--- src/rtl/arm_pkg.sv ---
// -----------------------------------------------------------------------------
// arm_pkg
// Shared definitions for the EXE stage of the 32-bit ARM core:
//   - exe_cmd operation codes driven by the decode stage
//   - bit positions of N, Z, C, V inside the 4-bit status register
//   - packed bundle of the control bits passed through to the MEM stage
// -----------------------------------------------------------------------------
package arm_pkg;

   localparam logic [3:0] EXE_MOV = 4'b0001;
   localparam logic [3:0] EXE_ADD = 4'b0010;
   localparam logic [3:0] EXE_ADC = 4'b0011;
   localparam logic [3:0] EXE_SUB = 4'b0100;
   localparam logic [3:0] EXE_SBC = 4'b0101;
   localparam logic [3:0] EXE_AND = 4'b0110;
   localparam logic [3:0] EXE_ORR = 4'b0111;
   localparam logic [3:0] EXE_EOR = 4'b1000;
   localparam logic [3:0] EXE_MVN = 4'b1001;

   localparam int SR_N = 3;
   localparam int SR_Z = 2;
   localparam int SR_C = 1;
   localparam int SR_V = 0;

   // Flags written by logic/move ops (N,Z) and by arithmetic ops (all four).
   localparam logic [3:0] FLAG_MASK_NZ   = 4'b1100;
   localparam logic [3:0] FLAG_MASK_NZCV = 4'b1111;

   typedef struct packed {
      logic wb_en;
      logic mem_r_en;
      logic mem_w_en;
   } ctrl_t;

endpackage

--- src/rtl/alu_core.sv ---
// -----------------------------------------------------------------------------
// alu_core
// Purely combinational ALU for the EXE stage.
// Ports:
//   val1, val2  : operands (Rn and shifted/immediate operand 2)
//   exe_cmd     : operation code (see arm_pkg)
//   c_in        : current carry flag, used by ADC/SBC
//   res         : result (0 for unknown codes)
//   nzcv_next   : flags the operation would produce
//   flag_mask   : which nzcv_next bits the operation is allowed to write
// -----------------------------------------------------------------------------
module alu_core
   import arm_pkg::*;
#(
   parameter int DW = 32
) (
   input  logic [DW-1:0] val1,
   input  logic [DW-1:0] val2,
   input  logic [3:0]    exe_cmd,
   input  logic          c_in,
   output logic [DW-1:0] res,
   output logic [3:0]    nzcv_next,
   output logic [3:0]    flag_mask
);

   logic [DW-1:0] op_b_s;
   logic          cin_s;
   logic [DW:0]   sum_s;
   logic          v_s;

   // Subtraction is done as val1 + ~val2 + cin, so carry-out is the no-borrow flag.
   always_comb begin
      op_b_s = val2;
      cin_s  = 1'b0;
      case (exe_cmd)
         EXE_ADD: begin op_b_s = val2;  cin_s = 1'b0; end
         EXE_ADC: begin op_b_s = val2;  cin_s = c_in; end
         EXE_SUB: begin op_b_s = ~val2; cin_s = 1'b1; end
         EXE_SBC: begin op_b_s = ~val2; cin_s = c_in; end
         default: begin op_b_s = val2;  cin_s = 1'b0; end
      endcase
   end

   assign sum_s = {1'b0, val1} + {1'b0, op_b_s} + {{DW{1'b0}}, cin_s};

   // Signed overflow: both addends share a sign that differs from the result.
   assign v_s = (val1[DW-1] == op_b_s[DW-1]) && (sum_s[DW-1] != val1[DW-1]);

   // Result selection and which flags the operation owns.
   always_comb begin
      res       = {DW{1'b0}};
      flag_mask = 4'b0000;
      case (exe_cmd)
         EXE_MOV: begin res = val2;           flag_mask = FLAG_MASK_NZ;   end
         EXE_MVN: begin res = ~val2;          flag_mask = FLAG_MASK_NZ;   end
         EXE_ADD,
         EXE_ADC,
         EXE_SUB,
         EXE_SBC: begin res = sum_s[DW-1:0];  flag_mask = FLAG_MASK_NZCV; end
         EXE_AND: begin res = val1 & val2;    flag_mask = FLAG_MASK_NZ;   end
         EXE_ORR: begin res = val1 | val2;    flag_mask = FLAG_MASK_NZ;   end
         EXE_EOR: begin res = val1 ^ val2;    flag_mask = FLAG_MASK_NZ;   end
         default: begin res = {DW{1'b0}};     flag_mask = 4'b0000;        end
      endcase
   end

   assign nzcv_next = {res[DW-1], (res == {DW{1'b0}}), sum_s[DW], v_s};

endmodule

--- src/rtl/exe_alu_stage.sv ---
// -----------------------------------------------------------------------------
// exe_alu_stage
// EXE-stage ALU plus EXE/MEM output register, owner of the NZCV register.
// Ports:
//   clk, rst (sync, active high), flush (drop held and incoming instruction)
//   in_valid/in_ready   : upstream handshake
//   exe_cmd, s_bit, val1, val2, st_val, dest, wb_en, mem_r_en, mem_w_en : instruction
//   out_valid/out_ready : MEM-stage handshake
//   alu_res, out_st_val, out_dest, out_wb_en, out_mem_r_en, out_mem_w_en : registered
//   status              : NZCV register (N=bit3 .. V=bit0)
// Build option: EXE_SKID_EN adds a one-entry skid buffer so in_ready is registered.
// -----------------------------------------------------------------------------
module exe_alu_stage
   import arm_pkg::*;
#(
   parameter int DW = 32,
   parameter int RW = 4
) (
   input  logic          clk,
   input  logic          rst,
   input  logic          flush,
   input  logic          in_valid,
   output logic          in_ready,
   input  logic [3:0]    exe_cmd,
   input  logic          s_bit,
   input  logic [DW-1:0] val1,
   input  logic [DW-1:0] val2,
   input  logic [DW-1:0] st_val,
   input  logic [RW-1:0] dest,
   input  logic          wb_en,
   input  logic          mem_r_en,
   input  logic          mem_w_en,
   output logic          out_valid,
   input  logic          out_ready,
   output logic [DW-1:0] alu_res,
   output logic [DW-1:0] out_st_val,
   output logic [RW-1:0] out_dest,
   output logic          out_wb_en,
   output logic          out_mem_r_en,
   output logic          out_mem_w_en,
   output logic [3:0]    status
);

   logic [DW-1:0] res_s;
   logic [3:0]    nzcv_s;
   logic [3:0]    flag_mask_s;
   logic [3:0]    status_next_s;
   logic          accept_s;
   ctrl_t         ctrl_in_s;

   logic          out_valid_r;
   logic [DW-1:0] alu_res_r;
   logic [DW-1:0] st_val_r;
   logic [RW-1:0] dest_r;
   ctrl_t         ctrl_r;
   logic [3:0]    status_r;

   alu_core #(.DW(DW)) u_alu_core (
      .val1      (val1),
      .val2      (val2),
      .exe_cmd   (exe_cmd),
      .c_in      (status_r[SR_C]),
      .res       (res_s),
      .nzcv_next (nzcv_s),
      .flag_mask (flag_mask_s)
   );

   assign ctrl_in_s = {wb_en, mem_r_en, mem_w_en};
   assign accept_s  = in_valid && in_ready && !flush;

   // Flags are committed at accept time so the next accepted instruction sees them.
   always_comb begin
      status_next_s = status_r;
      if (accept_s && s_bit) begin
         status_next_s = (nzcv_s & flag_mask_s) | (status_r & ~flag_mask_s);
      end else begin
         status_next_s = status_r;
      end
   end

`ifdef EXE_SKID_EN
   logic          skid_valid_r;
   logic [DW-1:0] skid_res_r;
   logic [DW-1:0] skid_st_val_r;
   logic [RW-1:0] skid_dest_r;
   ctrl_t         skid_ctrl_r;

   // Registered ready: an accept is always possible while the skid entry is free.
   assign in_ready = !skid_valid_r;

   // Output register and skid buffer; the skid entry is only filled behind a stalled output.
   always_ff @(posedge clk) begin
      if (rst) begin
         out_valid_r   <= 1'b0;
         alu_res_r     <= {DW{1'b0}};
         st_val_r      <= {DW{1'b0}};
         dest_r        <= {RW{1'b0}};
         ctrl_r        <= 3'b000;
         skid_valid_r  <= 1'b0;
         skid_res_r    <= {DW{1'b0}};
         skid_st_val_r <= {DW{1'b0}};
         skid_dest_r   <= {RW{1'b0}};
         skid_ctrl_r   <= 3'b000;
         status_r      <= 4'b0000;
      end else begin
         status_r <= status_next_s;
         if (flush) begin
            out_valid_r  <= 1'b0;
            skid_valid_r <= 1'b0;
         end else if (!out_valid_r || out_ready) begin
            if (skid_valid_r) begin
               out_valid_r  <= 1'b1;
               alu_res_r    <= skid_res_r;
               st_val_r     <= skid_st_val_r;
               dest_r       <= skid_dest_r;
               ctrl_r       <= skid_ctrl_r;
               skid_valid_r <= 1'b0;
            end else if (accept_s) begin
               out_valid_r <= 1'b1;
               alu_res_r   <= res_s;
               st_val_r    <= st_val;
               dest_r      <= dest;
               ctrl_r      <= ctrl_in_s;
            end else begin
               out_valid_r <= 1'b0;
            end
         end else if (accept_s) begin
            skid_valid_r  <= 1'b1;
            skid_res_r    <= res_s;
            skid_st_val_r <= st_val;
            skid_dest_r   <= dest;
            skid_ctrl_r   <= ctrl_in_s;
         end else begin
            skid_valid_r <= skid_valid_r;
         end
      end
   end
`else
   assign in_ready = !out_valid_r || out_ready;

   // Single output register; a drain and a new accept in the same cycle simply overwrite it.
   always_ff @(posedge clk) begin
      if (rst) begin
         out_valid_r <= 1'b0;
         alu_res_r   <= {DW{1'b0}};
         st_val_r    <= {DW{1'b0}};
         dest_r      <= {RW{1'b0}};
         ctrl_r      <= 3'b000;
         status_r    <= 4'b0000;
      end else begin
         status_r <= status_next_s;
         if (flush) begin
            out_valid_r <= 1'b0;
         end else if (accept_s) begin
            out_valid_r <= 1'b1;
            alu_res_r   <= res_s;
            st_val_r    <= st_val;
            dest_r      <= dest;
            ctrl_r      <= ctrl_in_s;
         end else if (out_ready) begin
            out_valid_r <= 1'b0;
         end else begin
            out_valid_r <= out_valid_r;
         end
      end
   end
`endif

   assign out_valid    = out_valid_r;
   assign alu_res      = alu_res_r;
   assign out_st_val   = st_val_r;
   assign out_dest     = dest_r;
   assign out_wb_en    = ctrl_r.wb_en;
   assign out_mem_r_en = ctrl_r.mem_r_en;
   assign out_mem_w_en = ctrl_r.mem_w_en;
   assign status       = status_r;

endmodule

--- config.mk ---
export PLATFORM = sky130hd
export DESIGN_NAME = exe_alu_stage
export DESIGN_NICKNAME = d
export VERILOG_FILES = /design/src/rtl/arm_pkg.sv /design/src/rtl/alu_core.sv /design/src/rtl/exe_alu_stage.sv
export SDC_FILE = /design/constraint.sdc
export NUM_CORES = 1
export LEC_CHECK = 0
export CAP_MARGIN = 20
export CELL_PAD_IN_SITES_DETAIL_PLACEMENT = 1
export CELL_PAD_IN_SITES_GLOBAL_PLACEMENT = 2
export CORE_MARGIN = 2
export CORE_UTILIZATION = 28
export DETAILED_ROUTE_END_ITERATION = 16
export PLACE_DENSITY = 0.79
export SKIP_CTS_REPAIR_TIMING = 1
export SYNTH_ARGS = -nofsm -noshare
export SYNTH_HDL_FRONTEND = slang
export SYNTH_SLANG_ARGS = --single-unit
--- constraint.sdc ---
create_clock -name clk -period 5.3 [get_ports clk]
set_input_delay 0.53 -clock clk [delete_from_list [all_inputs] [get_ports clk]]
set_output_delay 0.53 -clock clk [all_outputs]
set_load 0.005 [all_outputs]
# --- Yosys cells after proc, flatten, opt, wreduce, memory -nomap -nowiden ---
# Index checks and enable logic that the tools add are counted.
word_totals:
  out_inout_bits: 77
  reg_bits: 76
  input_bits: 113
classes:
  n_eq_ne: 11
  reduce_logical: 15
  bitwise: 9
  n_addsub: 2
  muxes: 6
ops:
  columns: ["operator", "n"]
  rows:
  - ["$pmux W32 S6", 1]
  - ["$add A32 B32 Y33", 1]
  - ["$add A33 B1 Y33", 1]
  - ["$and A32 B32 Y32", 1]
  - ["$logic_not A32 Y1", 1]
  - ["$mux W32", 1]
  - ["$not A32 Y32", 1]
  - ["$or A32 B32 Y32", 1]
  - ["$xor A32 B32 Y32", 1]
  - ["$eq A4 B3 Y1 const B", 4]
  - ["$and A4 B4 Y4", 2]
  - ["$eq A4 B2 Y1 const B", 2]
  - ["$eq A4 B4 Y1 const B", 2]
  - ["$pmux W4 S2", 1]
  - ["$reduce_or A2 Y1", 3]
  - ["$reduce_or A5 Y1", 1]
  - ["$eq A4 B1 Y1 const B", 1]
  - ["$logic_and A1 B1 Y1", 4]
  - ["$not A4 Y4", 1]
  - ["$or A4 B4 Y4", 1]
  - ["$reduce_or A4 Y1", 1]
  - ["$logic_not A1 Y1", 2]
  - ["$mux W1", 2]
  - ["$pmux W1 S2", 1]
  - ["6 further kinds", 6]

# --- Depth between registers and ports, before layout ---
# Gate-level depths: netlist (run 1).
logic_depth:
  word_depth: 9
  ltp_mapped: 22

# --- By module ---
# From an unflattened synthesis (run 1), not the netlist that was laid out.
hier_totals:
  cells_unflattened: 1007
  area_unflattened_um2: 7752.4
modules_own_cells:
  columns: ["mod", "area_each_um2", "n_inst", "cells_each"]
  rows:
  - ["alu_core", 4840.9, 1, 656]
  - ["exe_alu_stage", 2911.5, 1, 351]

# --- Least setup slack after synthesis (run 1) ---
# Ideal clock, no wire load.
synth_timing:
  path_kind: "in2reg"
  start: "input port exe_cmd[3]"
  end: "register (tool-made name)"
  slack_ps: 761
  setup_ps: 59
  n_path_buf: 6
  required_time_ps: 5241
  stages: 22
  arrival_ps: 4480
  path_cell_list: "buf_2 -> buf_2 -> buf_4 -> buf_2 -> nor3b_1 -> clkbuf_1 -> buf_2 -> nand2_1 -> o21ai_0 -> fa_1 -> inv_1 -> fa_1 -> nand2b_1 -> a211oi_2 -> nor2_1 -> o2111a_1 -> a211oi_1 -> and4_1 -> nand4_1 -> nor4b_2 -> nand4_1 -> nand2_1"
synth_rtl:
  columns: ["item", "line", "rtl"]
  rows:
  - ["start: declaration", "exe_alu_stage.sv:24", "input logic [3:0] exe_cmd,"]

==> results of run 1 <==
-- per-layer routing --
metal	share of wire [%]	global-route usage (%)	wire length, um
met3	5.5	3.31	1600
met1	50	28.8	14600
met5	0	0	0
met4	1.3	3.90	370
met2	43	31.5	12700
-- synthesized netlist by cell type (3+ instances only) --
cell type  instances  area share [%]
a211oi_1          26             2.5
ha_1              95              15
buf_1              7            0.34
mux2i_1            6            0.78
nand2_1          142             6.9
a21o_1            10            0.98
clkbuf_1          43             2.1
nand3_1           13            0.85
nor2b_1            8            0.65
o31ai_1            3            0.29
o21ai_0           42             2.7
a21oi_1          100             6.5
o211ai_1           7            0.68
a221o_1            7            0.91
o22ai_1           24             2.0
nor3_1            17             1.1
a31oi_1            7            0.57
and2_1             3            0.24
and3_1             7            0.57
nor4_1             5            0.41
nand2b_1           8            0.65
a22oi_1           25             2.4
a311oi_1           6            0.68
nand3b_1           7            0.68
o21a_1             4            0.39
dfxtp_1           76              20
buf_2             17             1.1
nor2_1            81             4.0
a21oi_2            3            0.34
nor3b_1            7            0.68
a221oi_1           3            0.34
inv_1             76             3.7
a32oi_1            3            0.34
xnor2_1           53             6.0
or3_1              5            0.41
and4_1             6            0.68
o2111ai_1          3            0.34
nand4_1           12            0.98
o221ai_1           3            0.34
xor2_1            24             2.7
-- area by class of cell --
class / instances / area (sq um)
repair buffers: 202 / 1990
clock inverters: 5 / 36.3
well taps: 341 / 427
multi-input cells: 818 / 5580
flip-flops and latches: 76 / 1520
inverters: 77 / 289
clock buffers: 11 / 243
fillers: 3246 / 16900
-- stage by stage --
stage / area, sq um / total power (uW) / hold slack, ns / instances
2_1_floorplan: 7680 / 1160 / 0.453 / 1042
3_3_place_gp: 9800 / 1490 / 0.441 / 1514
3_5_place_dp: 9800 / 1500 / 0.446 / 1514
4_1_cts: 10100 / 2080 / 0.454 / 1530
5_1_grt: 10100 / 2200 / 0.466 / 1530
6_report: 10100 / 2060 / 0.453 / 1530
-- how the worst max path moves through the flow --
stage | cells after the start | startpoint | slack, ns | to
final | 18 | exe_cmd[2] | 0.82 | flip-flop
after global routing | 18 | exe_cmd[2] | 0.39 | flip-flop
after CTS | 18 | exe_cmd[2] | 0.80 | flip-flop
after detailed placement | 18 | exe_cmd[2] | 0.46 | flip-flop
after global placement | 18 | exe_cmd[2] | 0.58 | flip-flop
after floorplan | 22 | exe_cmd[3] | 0.76 | flip-flop
-- worst max-delay path: cells and delay by family --
kind / cells / cell delay [ns]
buffers and inverters: 3 / 0.91
adders and majority gates: 2 / 0.70
AOI/OAI and AO/OA: 5 / 1.25
and+or+nand+nor: 8 / 1.38
-- registers in the layout, summed over array words and instances, names as in the netlist, named ones only --
signal and count:
alu_res 32, out_dest 4, out_mem_r_en 1, out_mem_w_en 1, out_st_val 32, out_valid 1, out_wb_en 1
-- report_power, final --
part / switching, uW / leakage, uW / internal [uW]
registers: 16.6 / 0.000621 / 601
logic: 498 / 0.00325 / 375
clock network: 239 / 0.000128 / 331
total: 754 / 0.00400 / 1310
-- logic make-up (layout without fill, tap and decap cells) --
family                   count (synthesis)  count (layout)  share of synthesized area (%)
AND/OR/NAND/NOR                        333             333                           20.2
AO/OA/AOI/OAI                          304             304                           26.5
buffers and inverters                  148             295                           7.80
adder cells (fa/ha/maj)                 97              97                           16.0
XOR/XNOR                                77              77                           8.78
flip-flops                              76              76                           19.8
multiplexers                             7               7                          0.929
==> flow_metrics.tcl, run 1 <==
set metrics [dict create \
    worst_slew_pin_slew_ns 0.911 \
    grt_setup_unrepaired "no" \
    holdPathEnd "out_dest[1]" \
    final_cell_mix "186 x clkdlybuf4s50_1, 142 x nand2_1, 100 x a21oi_1, 95 x ha_1, 81 x nor2_1" \
    slew_violations 0 \
    fin_setup_tns_ns 0 \
    drc 0 \
    clockBufferDepth 2 \
    hold_viol 0 \
    dp_hpwl_um 23000 \
    leakagePower_uw 0.00400 \
    synth_cells 1042 \
    hp-class "reg -> reg" \
    status "finished, final reports clean" \
    ir_drop_mv 0.139 \
    drv_cap 0 \
    clock_latency_ns 0.33 \
    synth_cell_type_count 76 \
    syn2layout_area_growth_pct 31.2 \
    cp_max_fo 20 \
    postRouteAntennaNets 0 \
    place_congestion 0.906 \
    final_nets 1394 \
    reg2regPathDepth 15 \
    endpoint_kind "flip-flop" \
    ys.flop_type "dfxtp_1" \
    crit_chain "clkdlybuf4s50_1 > nor3b_2 > buf_12 > nand2_1 > o21ai_0 > fa_1 > inv_1 > fa_1 > nand2b_1 > a211oi_2 > o21ai_0 > a41oi_1 > nand2_1 > a2111oi_2 > nand4_1 > nor4b_2 > nand4_1 > nand2_1" \
    cts_buffers 9 \
    finalCriticalPeriod_ns 4.48 \
    ys_seq_area_share_pct 19.8 \
    min_path_cells 2 \
    async_reset_ff_share_pct 0 \
    vias 7993 \
    initial_core_util_pct 28.5 \
    grt_pass1_wl_um 45800 \
    crit_type "in -> reg" \
    path_common_cell "nand2_1" \
    globalRouteTotalUtil_pct 20.0 \
    ys_seq_elements 76 \
    synth_nets 1252 \
    rows 60 \
    setup_violations 0 \
    die_h_um 170 \
    syn-cell-area_sq_um 7680 \
    cts.sink_count 76 \
    viasPerCell 5.22 \
    die-area_sq_um 28800 \
    n_antenna_cell 0 \
    portBuffers 189 \
    pre_cts_ws_ns 0.465 \
    grt_max_degree 83 \
    path_clk_slew_ns 0.06 \
    final_core_utilization_pct 37.4 \
    layout_commonest_cell "clkdlybuf4s50_1" \
    max_stage_delay_ns 0.61 \
    drt-pass1-iter-count 5 \
    setup_slack_ns 0.817 \
    worst_setup_path_start_kind "input port" \
    drt-total-wl_um 29300 \
    skew_ns 0.00668 \
    antenna_found_initial 0 \
    relSlewSlack_pct 39.0 \
    min_from "out_dest[1]" \
    final_layout_size_suffix_gt1_share_pct 4.79 \
    grt_pass1_vias 7843 \
    crit_arrival_ns 4.76 \
    post-route-period-util_pct 84.6 \
    ys_warn_count 0 \
    cts-root-buf "clkbuf_16" \
    synth.avg_cell_area_sq_um 7.37 \
    fmax_mhz 223 \
    die_width_um 170 \
    crit_path_top_delay_cell "clkdlybuf4s50_1" \
    reg2reg_setup_slack_ns 1.49 \
    p_per_area_nw_per_um2 204 \
    drt-initial-drc-count 385 \
    io_pins 190 \
    cts_tree "built" \
    coreArea_sq_um 27000 \
    overflow 0 \
    wl_per_cell_um 19.2 \
    synth_edf_count 0 \
    htreeDepth 3 \
    required_ns 5.57 \
]
Power figures use the tool's default switching activity.
==> run 2: changes to the inputs <==
- clock period: 5.3 -> 4.7 ns (I/O delays scaled with it)
==> run 2 against run 1 <==
Non-clock buffer count grew 20. Highest routed layer is now met5. Largest power group unchanged. Core utilization is 0.71 points higher. Critical path depth fell by 1. Global-route usage up 0.52 points. First-iteration DRC count rose by 18%. Die area unchanged.
==> flow_metrics.tcl, run 2 (synthesis gave the netlist of run 1 again) <==
set metrics [dict create \
    postRouteAntennaNets 0 \
    fin_setup_tns_ns 0 \
    dp.cells 1534 \
    overflow 0 \
    drc 0 \
    htreeDepth 3 \
    die-area_sq_um 28800 \
    die_width_um 170 \
    die_h_um 170 \
    design_area_sq_um 10300 \
    hold_viol 0 \
    relSlewSlack_pct 35.9 \
    final_cell_mix "186 x clkdlybuf4s50_1, 142 x nand2_1, 100 x a21oi_1, 95 x ha_1, 81 x nor2_1" \
    drt-pass1-iter-count 4 \
    p_seq_share_pct 28.1 \
    skew_ns 0.00704 \
    power_uw 2480 \
    crit_arrival_ns 4.50 \
    rows 60 \
    drt-initial-drc-count 454 \
    pwr-share-comb_pct 40.9 \
    ir_drop_mv 0.154 \
    clock_latency_ns 0.34 \
    p_int_uw 1610 \
    final_nets 1414 \
    io_pins 190 \
    antenna_found_initial 1 \
    dp_hpwl_um 23600 \
    power_switching_uw 874 \
    swShare_pct 35.2 \
    grt_pass1_vias 8275 \
    p_per_area_nw_per_um2 241 \
    worst_setup_path_start_kind "input port" \
    grt_max_degree 83 \
    clockBufferDepth 2 \
    path_clk_slew_ns 0.06 \
    post-route-period-util_pct 89.8 \
    cts-root-buf "clkbuf_16" \
    syn2layout_area_growth_pct 33.7 \
    final_layout_size_suffix_gt1_share_pct 6.37 \
    portBuffers 189 \
    viasPerCell 5.22 \
    grt_pass1_wl_um 46700 \
    endpoint_kind "flip-flop" \
    hp-class "reg -> reg" \
    layout_commonest_cell "clkdlybuf4s50_1" \
    clkPwrFrac_pct 31.0 \
    grt_setup_unrepaired "no" \
    final_core_utilization_pct 38.1 \
    status "finished, final reports clean" \
    fmax_mhz 237 \
    cp_max_fo 4 \
    wl_per_cell_um 19.2 \
    drt-total-wl_um 29700 \
    vias 8100 \
    cts_buffers 9 \
    coreArea_sq_um 27000 \
    leakagePower_uw 0.00413 \
    slew_violations 0 \
    finalCriticalPeriod_ns 4.22 \
    setup_violations 0 \
    place_congestion 0.883 \
    crit_type "in -> reg" \
    initial_core_util_pct 28.5 \
    worst_slew_pin_slew_ns 0.957 \
    required_ns 4.98 \
    globalRouteTotalUtil_pct 20.6 \
    cts_tree "built" \
    fin_cells 1551 \
    cts.sink_count 76 \
    placed_area_sq_um 9930 \
    drv_cap 0 \
]
[run 2: cell count changes in the layout (fill, tap and decap cells not counted), sizes merged]
cell and change:
clkinvlp -3, bufinv +2, buf +20, diode +1
clkbuf -1, clkinv +1, inv +1
[run 2: final timing paths]
| path | from | to | slack (ns) | cells after the start |
|---|---|---|---|---|
| min | out_st_val[17] | out_st_val[17] | 0.45 | 2 |
| max | exe_cmd[1] | flip-flop | 0.48 | 17 |
| min reg2reg | out_st_val[17] | out_st_val[17] | 0.45 | 2 |
| max reg2reg | flip-flop | flip-flop | 0.84 | 15 |
[run 2: power groups by stage]
stage	clock network (uW)	registers [uW]	logic, uW
3_3_place_gp	0	709	996
5_1_grt	819	699	1120
3_5_place_dp	0	711	1010
6_report	770	696	1010
2_1_floorplan	0	710	597
4_1_cts	791	697	1010
[run 2: routing by layer]
metal,vias up,global-route usage [%],routed length [um]
li1,3995,-,-
met1,3890,28.7,14800
met2,191,33.1,13000
met3,22,2.94,1480
met4,2,5.39,480
met5,-,0,6
[run 2: cell type report]
type / count / area [sq um]
fillers: 3278 / 16700
repair buffers: 222 / 2120
inverters: 77 / 289
multi-input cells: 818 / 5570
diodes: 1 / 2.50
flip-flops and latches: 76 / 1520
clock buffers: 10 / 239
clock inverters: 6 / 95.1
well taps: 341 / 427
[run 2: through the flow]
stage | worst slack [ns] | hold WS (ns)
after floorplan | 0.221 | 0.453
after global routing | 0.0709 | 0.468
final | 0.481 | 0.454
after CTS | 0.457 | 0.455
after detailed placement | 0.106 | 0.446
after global placement | 0.155 | 0.442
[run 2: critical path, cell delays in order]
cell	delay [ns]
clkdlybuf4s50_1	0.52
xor2_1	0.24
nand2b_1	0.10
o21ai_0	0.25
fa_1	0.25
inv_1	0.07
fa_1	0.43
nand2b_1	0.20
a211oi_2	0.36
o21ai_0	0.26
a41oi_1	0.27
nand2_1	0.11
a2111oi_2	0.28
nand4_1	0.15
nor4b_2	0.32
nand4_1	0.12
nand2_1	0.09
==> run 3: changes to the inputs <==
- CORE_MARGIN: 2 -> 3
==> run 3 against run 2 <==
Design area stayed put. Worst hold slack worse by 0.00090 ns. Via count hardly changed. Register-to-register slack worse by 0.02 ns. Critical path depth is 1 lower. Global-route usage is 1.4 points lower. Routed wire length shrank 2.1%. Setup slack worse by 0.090 ns. Critical path type unchanged. Largest cell class unchanged. Largest power group unchanged. Highest routed layer is now met4.
==> flow_metrics.tcl, run 3 (synthesis gave the netlist of run 1 again) <==
set metrics [dict create \
    status "finished, final reports clean" \
    finalCriticalPeriod_ns 4.31 \
    final_layout_size_suffix_gt1_share_pct 6.36 \
    clkPwrFrac_pct 30.1 \
    dp_hpwl_um 23300 \
    clock_latency_ns 0.33 \
    die_width_um 172 \
    grtUsageMet2_pct 30.2 \
    grt_pass1_wl_um 45300 \
    layout_commonest_cell "clkdlybuf4s50_1" \
    place_congestion 0.957 \
    fmax_mhz 232 \
    post-route-period-util_pct 91.7 \
    overflow 0 \
    syn2layout_area_growth_pct 33.7 \
    drt-initial-drc-count 411 \
    final_nets 1415 \
    p_per_area_nw_per_um2 239 \
    power_switching_uw 848 \
    required_ns 4.97 \
    path_common_cell "nand4_1" \
    cp_max_fo 21 \
    drc 0 \
    p_int_uw 1610 \
    htreeDepth 3 \
    n_antenna_cell 0 \
    cpLargestDelayFamily "simple AND/OR/NAND/NOR gates" \
    cts_tree "built" \
    drt-pass1-iter-count 5 \
    clockBufferDepth 2 \
    endpoint_kind "flip-flop" \
    worst_setup_path_start_kind "input port" \
    portBuffers 189 \
    grt_max_degree 83 \
    skew_ns 0.00402 \
    crit_chain "clkdlybuf4s50_1 > nor3b_2 > buf_4 > xnor2_1 > inv_1 > fa_1 > nand2b_1 > a211oi_2 > nor2_1 > o2111a_1 > a211oi_1 > and4_1 > nand4_1 > nor4b_2 > nand4_1 > nand2_1" \
    antenna_found_initial 0 \
    hp-class "reg -> reg" \
    viasPerCell 5.24 \
    io_pins 190 \
    grt_setup_unrepaired "no" \
    slew_violations 0 \
    crit_type "in -> reg" \
    worst_slew_pin_slew_ns 0.834 \
    postRouteAntennaNets 0 \
    crit_arrival_ns 4.58 \
    leakagePower_uw 0.00413 \
    globalRouteTotalUtil_pct 19.1 \
    crit_buf_inv 3 \
    use_met3_pct 3.40 \
    wl_per_cell_um 18.9 \
    die_h_um 172 \
    grt_pass1_vias 8075 \
    setup_violations 0 \
    vias 8098 \
    cts_buffers 9 \
    use_met1_pct 27.5 \
    die-area_sq_um 29500 \
    cts-root-buf "clkbuf_16" \
    hold_viol 0 \
    ir_drop_mv 0.207 \
    final_cell_mix "186 x clkdlybuf4s50_1, 142 x nand2_1, 100 x a21oi_1, 95 x ha_1, 81 x nor2_1" \
    cts.sink_count 76 \
    relSlewSlack_pct 44.4 \
    design_area_sq_um 10300 \
    swShare_pct 34.6 \
    fin_setup_tns_ns 0 \
    drt-total-wl_um 29100 \
    coreArea_sq_um 26500 \
    pwr-share-comb_pct 41.6 \
    drv_cap 0 \
    p_seq_share_pct 28.3 \
    max_stage_delay_ns 0.52 \
    top_usage_layer "met2" \
    rows 59 \
    placed_area_sq_um 9950 \
    initial_core_util_pct 29.0 \
    crit_path_top_delay_cell "clkdlybuf4s50_1" \
    path_clk_slew_ns 0.06 \
]
[run 3: power groups by stage]
stage / sequential [uW] / combinational [uW] / clock (uW)
global route: 699 / 1130 / 785
CTS: 696 / 1020 / 757
finish: 695 / 1020 / 739
detailed placement: 710 / 1010 / 0
floorplan: 710 / 597 / 0
global placement: 708 / 1010 / 0
[run 3: metal layers]
| layer | vias to the layer above | share of wire, % |
|---|---|---|
| met5 | - | 0 |
| met4 | 0 | 1.1 |
| met3 | 24 | 7.3 |
| met2 | 228 | 42 |
| met1 | 3848 | 49 |
| li1 | 3998 | - |
[run 3: stage by stage]
stage	total power, uW	cells	hold slack, ns	util, %	setup slack [ns]
after floorplan	1310	1042	0.453	-	0.221
after global placement	1720	1529	0.442	37.5	0.145
after detailed placement	1720	1529	0.446	37.5	0.0468
after CTS	2470	1545	0.455	38.8	0.362
after global routing	2610	1545	0.472	38.8	0.0358
final	2450	1545	0.453	38.8	0.390
[run 3: layout make-up]
class / instances / area [sq um]
Fill cell: 3248 / 16200
Multi-Input combinational cell: 818 / 5580
Timing Repair Buffer: 223 / 2140
Sequential cell: 76 / 1520
Tap cell: 335 / 419
Inverter: 77 / 289
Clock buffer: 12 / 246
Clock inverter: 4 / 72.6
[run 3: worst paths after layout]
check,from,end,slack [ns],cells after the start
worst max-delay path,exe_cmd[2],flip-flop,0.39,16
worst min-delay path,alu_res[30],alu_res[30],0.45,2
worst min register to register,alu_res[30],alu_res[30],0.45,2
worst max register to register,flip-flop,flip-flop,0.82,15
[run 3: worst min-delay path: cells and delay by family, from the launching register on]
kind             cells  cell delay (ns)
AND/OR/NAND/NOR      1             0.05
AO/OA/AOI/OAI        1             0.05
flip-flops           1             0.31
==> RTL edit 1 (config.mk and constraints of run 3) <==
`DW` is set to 32 in 2 places; all go to 16.
--- a/src/rtl/alu_core.sv
+++ b/src/rtl/alu_core.sv
@@ -12,7 +12,7 @@
 module alu_core
    import arm_pkg::*;
 #(
-   parameter int DW = 32
+   parameter int DW = 16
 ) (
    input  logic [DW-1:0] val1,
    input  logic [DW-1:0] val2,
--- a/src/rtl/exe_alu_stage.sv
+++ b/src/rtl/exe_alu_stage.sv
@@ -13,7 +13,7 @@
 module exe_alu_stage
    import arm_pkg::*;
 #(
-   parameter int DW = 32,
+   parameter int DW = 16,
    parameter int RW = 4
 ) (
    input  logic          clk,
Interface: changed (5 resized); port bits go from 190 to 110. No check against the original RTL was run, so the function may have changed too.
==> RTL edit 1 against run 3 <==
- die area down 45%
- wire length is 54% lower
- setup slack gained 0.34 ns
- clock power is 56% lower
- area after synthesis down 47%
- power is 51% lower
- cell area is 48% lower
- synthesized cell count shrank 50%
- count of clock-buffer cells in the layout fell by 6
- sequential cell count down 32
- critical path type unchanged
- largest cell class unchanged
- highest routed layer unchanged
==> RTL edit 1: results <==
[status]
outcome = finished, final reports clean

[min_path]
hp-start = out_st_val[11]
hold_end = out_st_val[11]

[worst_setup_path]
slowest_delay_ns = 0.69
r2r_cells = 12
critical_path.top_delay_family = compound AO/OA/AOI/OAI gates
crit_fanout = 9
regToRegSetupSlack_ns = 1.46

[drt]
drt_first_iter_violations = 154
firstDrtPassIters = 4
drt-wirelength-per-cell_um = 16.9
met3WireLength_um = 693
num_vias = 3998
via_per_inst = 5.05
wl_met1_mm = 6.57
dr_wl_met2_mm = 6.02

[placed_design]
gp_congestion = 0.835
place_area_um2 = 5250
hpwlAfterDp_mm = 10.5
placedCellCount = 785
numPortBuffers = 109

[yosys]
synth_fp_nets = 635
synth_common_cells = 65 x nand2_1, 52 x a21oi_1, 47 x ha_1, 45 x inv_1, 44 x dfxtp_1
syn_area_per_cell_um2 = 7.83
synth-xor-area-share_pct = 9.02
seq_area_frac_synth_pct = 21.6
synthMuxAreaShare_pct = 3.68
synthTopCellsByArea = dfxtp_1 22%, ha_1 14%, a21oi_1 6.4%
ys_types = 71
synth_top_area_share_pct = 21.6
synth_compound_area_share_pct = 22.3

[clock_network]
numCtsBuffers = 5
htree_num_levels = 2
worst_skew_pair.late_latency_ns = 0.28

[pwr]
powerDensity_nw_per_um2 = 223
ir_worst_vdd_v = 0.000137
leakage_nw = 2.19

[layout]
num-nets-final = 726
drive_above_1_share_pct = 5.39
fillers = 1681

[grt]
grt_usage_pct = 16.3
grt_pass1_vias = 4113
grt_max_degree = 46
antenna_found_initial = 0
grt_pass1_wl_mm = 21.7

[sta]
max_freq_mhz = 252
relSlewSlack_pct = 50.8
clock_skew_ns = 0.00207
timing.hold.ws_ns = 0.456
RTL edit 1: cell count changes after synthesis, sizes merged, moves of 13 or more:
cell,delta
a211oi,-13
a21oi,-50
a22oi,-16
clkbuf,-28
dfxtp,-32
ha,-48
inv,-32
nand2,-77
nor2,-42
o21ai,-26
o22ai,-19
xnor2,-26
RTL edit 1: cell type report:
| cell class | instances | area share, % |
|---|---|---|
| tap | 180 | 4.18 |
| multi-input combinational | 400 | 52.7 |
| inverter | 45 | 3.14 |
| clock buffer | 6 | 2.39 |
| timing repair buffer | 116 | 21.1 |
| clock inverter | 1 | 0.0930 |
| sequential | 44 | 16.4 |
RTL edit 1: kinds of logic after synthesis:
logic type,Yosys count
simple gates,157
buf+inv,77
xor+xnor,42
mux,15
fa+ha+maj,49
compound gates,137
flops,44
RTL edit 1: power by group:
group	switching, mW	total (mW)	internal (mW)
clock network	0.134	0.328	0.193
registers	0.0100	0.401	0.391
logic	0.254	0.473	0.219
RTL edit 1: how the worst max path moves through the flow:
stage,to,start
6_report,flop,exe_cmd[2]
5_1_grt,flop,exe_cmd[2]
4_1_cts,flop,exe_cmd[2]
3_5_place_dp,flop,exe_cmd[2]
3_3_place_gp,flop,exe_cmd[2]
2_1_floorplan,flop,exe_cmd[3]
RTL edit 1: per-stage QoR:
step | utilization (%) | total power [mW]
final | 38.3 | 1.20
after CTS | 38.3 | 1.22
after detailed placement | 37.4 | 0.882
after global placement | 37.4 | 0.867
after floorplan | - | 0.703
after global routing | 38.3 | 1.28
RTL edit 1: metal layers:
| layer | global-route usage [%] | up-vias |
|---|---|---|
| met2 | 27.0 | 104 |
| met3 | 2.40 | 4 |
| met1 | 22.7 | 1905 |
| met5 | 0 | - |
| met4 | 3.03 | 0 |
| li1 | - | 1985 |
==> RTL edit 2 (config.mk and constraints of run 3) <==
Without the edit above. Register the output `status` once more, cleared by the reset; this adds one clock of latency there. The other outputs are not delayed to match.
--- a/src/rtl/exe_alu_stage.sv
+++ b/src/rtl/exe_alu_stage.sv
@@ -173,7 +173,13 @@
    assign out_wb_en    = ctrl_r.wb_en;
    assign out_mem_r_en = ctrl_r.mem_r_en;
    assign out_mem_w_en = ctrl_r.mem_w_en;
-   assign status       = status_r;
+   always_ff @(posedge clk) begin
+      if (rst) begin
+         status <= '0;
+      end else begin
+         status <= status_r;
+      end
+   end
 
 endmodule
 
Formal check against the unedited RTL: not equivalent (a bounded check fails within 4 cycles, from zero or initial values and one cycle with rst high).
==> RTL edit 2 against run 3 <==
- critical path depth is 3 higher
- power is 3.7% higher
- cell area is 3.0% higher
- sequential cell count is 4 higher
- wire length is 2.4% lower
- setup slack worse by 0.11 ns
- sequential power is 4.7% higher
- area after synthesis is 2.1% lower
- fmax is 2.4% lower
==> RTL edit 2: results <==
[status]
outcome = finished, final reports clean

[sta]
clock_skew_ns = 0.0128
relSlewSlack_pct = 35.9

[drt]
drt_first_iter_violations = 320
drt-wirelength-per-cell_um = 18.0
firstDrtPassIters = 4
via_per_inst = 5.02

[layout]
num-nets-final = 1453
fillers = 3196
drive_above_1_share_pct = 11.1
finalNonFillerCells = 1583

[clock_network]
worst_skew_pair.late_latency_ns = 0.35
clockBufferDepth = 2
cts_root_buffer = clkbuf_16
htree_num_levels = 3
numCtsBuffers = 9

[yosys]
synth_top_flop_cell = dfxtp_1
yosys_warnings = 0
seq_area_frac_synth_pct = 21.3
synth_common_cells = 125 x nand2_1, 109 x a21oi_1, 95 x ha_1, 89 x nor2_1, 85 x inv_1
syn_area_per_cell_um2 = 7.44
ys_types = 77
synth_fp_nets = 1221
async_reset_ff_share_pct = 0
synthTopCellsByArea = dfxtp_1 21%, ha_1 16%, a21oi_1 7.3%

[grt]
grt_pass1_wl_mm = 45.0
grt_pass1_vias = 8156
grt_usage_pct = 19.3
overflow = 0
grt_max_degree = 63

[placed_design]
hpwlAfterDp_mm = 22.4
numPortBuffers = 189
pre_cts_ws_ns = -0.157
gp_congestion = 0.911

[pwr]
leakage_nw = 4.41
ir_worst_vdd_v = 0.000122

[worst_setup_path]
slowest_delay_ns = 0.57
critical_path.top_delay_family = simple AND/OR/NAND/NOR gates
crit_fanout = 4
worst_path_max_delay_cell = clkdlybuf4s50_1
arrival_ns = 4.70

[min_path]
hp-start = out_mem_w_en
RTL edit 2: cell types whose count changed after synthesis, sizes merged, moves of 7 or more:
cell	run 3	this run
nand2	142	125
nor3	17	31
o22ai	24	10
a21o	11	2
inv	77	85
mux2i	6	14
nor2	81	89
a211oi	28	21
a21oi	103	110
xor2	24	31
RTL edit 2: final timing paths:
check	to	slack, ns	cells after the start
setup / recovery	flop	0.29	19
hold / removal	out_mem_w_en	0.45	2
setup reg to reg	flop	0.91	17
hold reg to reg	out_mem_w_en	0.45	2
RTL edit 2: power by group:
part	switching (mW)	internal, mW	total [mW]
combinational	0.558	0.521	1.08
clock	0.306	0.433	0.739
sequential	0.0168	0.712	0.728
RTL edit 2: kinds of logic (layout without fill, tap and decap cells):
kind of cell | Yosys count | count (layout) | synth area share [%]
AND/OR/NAND/NOR | 315 | 315 | 19.2
AO/OA/AOI/OAI | 266 | 266 | 22.3
buffers and inverters | 149 | 386 | 8.35
adder cells (fa/ha/maj) | 97 | 97 | 16.3
XOR/XNOR | 89 | 89 | 10.5
flip-flops | 80 | 80 | 21.3
multiplexers | 15 | 15 | 2.01
RTL edit 2: layer usage:
layer / track usage (%) / share of wire, % / up-vias
met5: 0 / 0 / -
met4: 4.66 / 1.6 / 0
met3: 2.90 / 3.9 / 26
met2: 33.0 / 48 / 168
met1: 25.7 / 47 / 3797
li1: - / - / 3954
RTL edit 2: layout make-up:
type | count | area (µm²) | area share (%)
Multi-Input combinational cell | 782 | 5330 | 50.3
Clock inverter | 6 | 72.6 | 0.686
Sequential cell | 80 | 1600 | 15.1
Inverter | 85 | 319 | 3.02
Timing Repair Buffer | 285 | 2610 | 24.6
Tap cell | 335 | 419 | 3.96
Clock buffer | 10 | 239 | 2.26
RTL edit 2: worst min-delay path, cell delays in order (launching register included):
cell and delay, ns:
dfxtp_1 0.31, nand2_1 0.05, a21oi_1 0.05
RTL edit 2: stage by stage:
| stage | TNS, ns | cell area (µm²) | power [mW] |
|---|---|---|---|
| 2_1_floorplan | 0 | 7520 | 1.32 |
| 4_1_cts | 0 | 10500 | 2.57 |
| 6_report | 0 | 10600 | 2.55 |
| 3_5_place_dp | -0.231 | 10200 | 1.82 |
| 3_3_place_gp | 0 | 10200 | 1.80 |
| 5_1_grt | -0.0154 | 10600 | 2.73 |
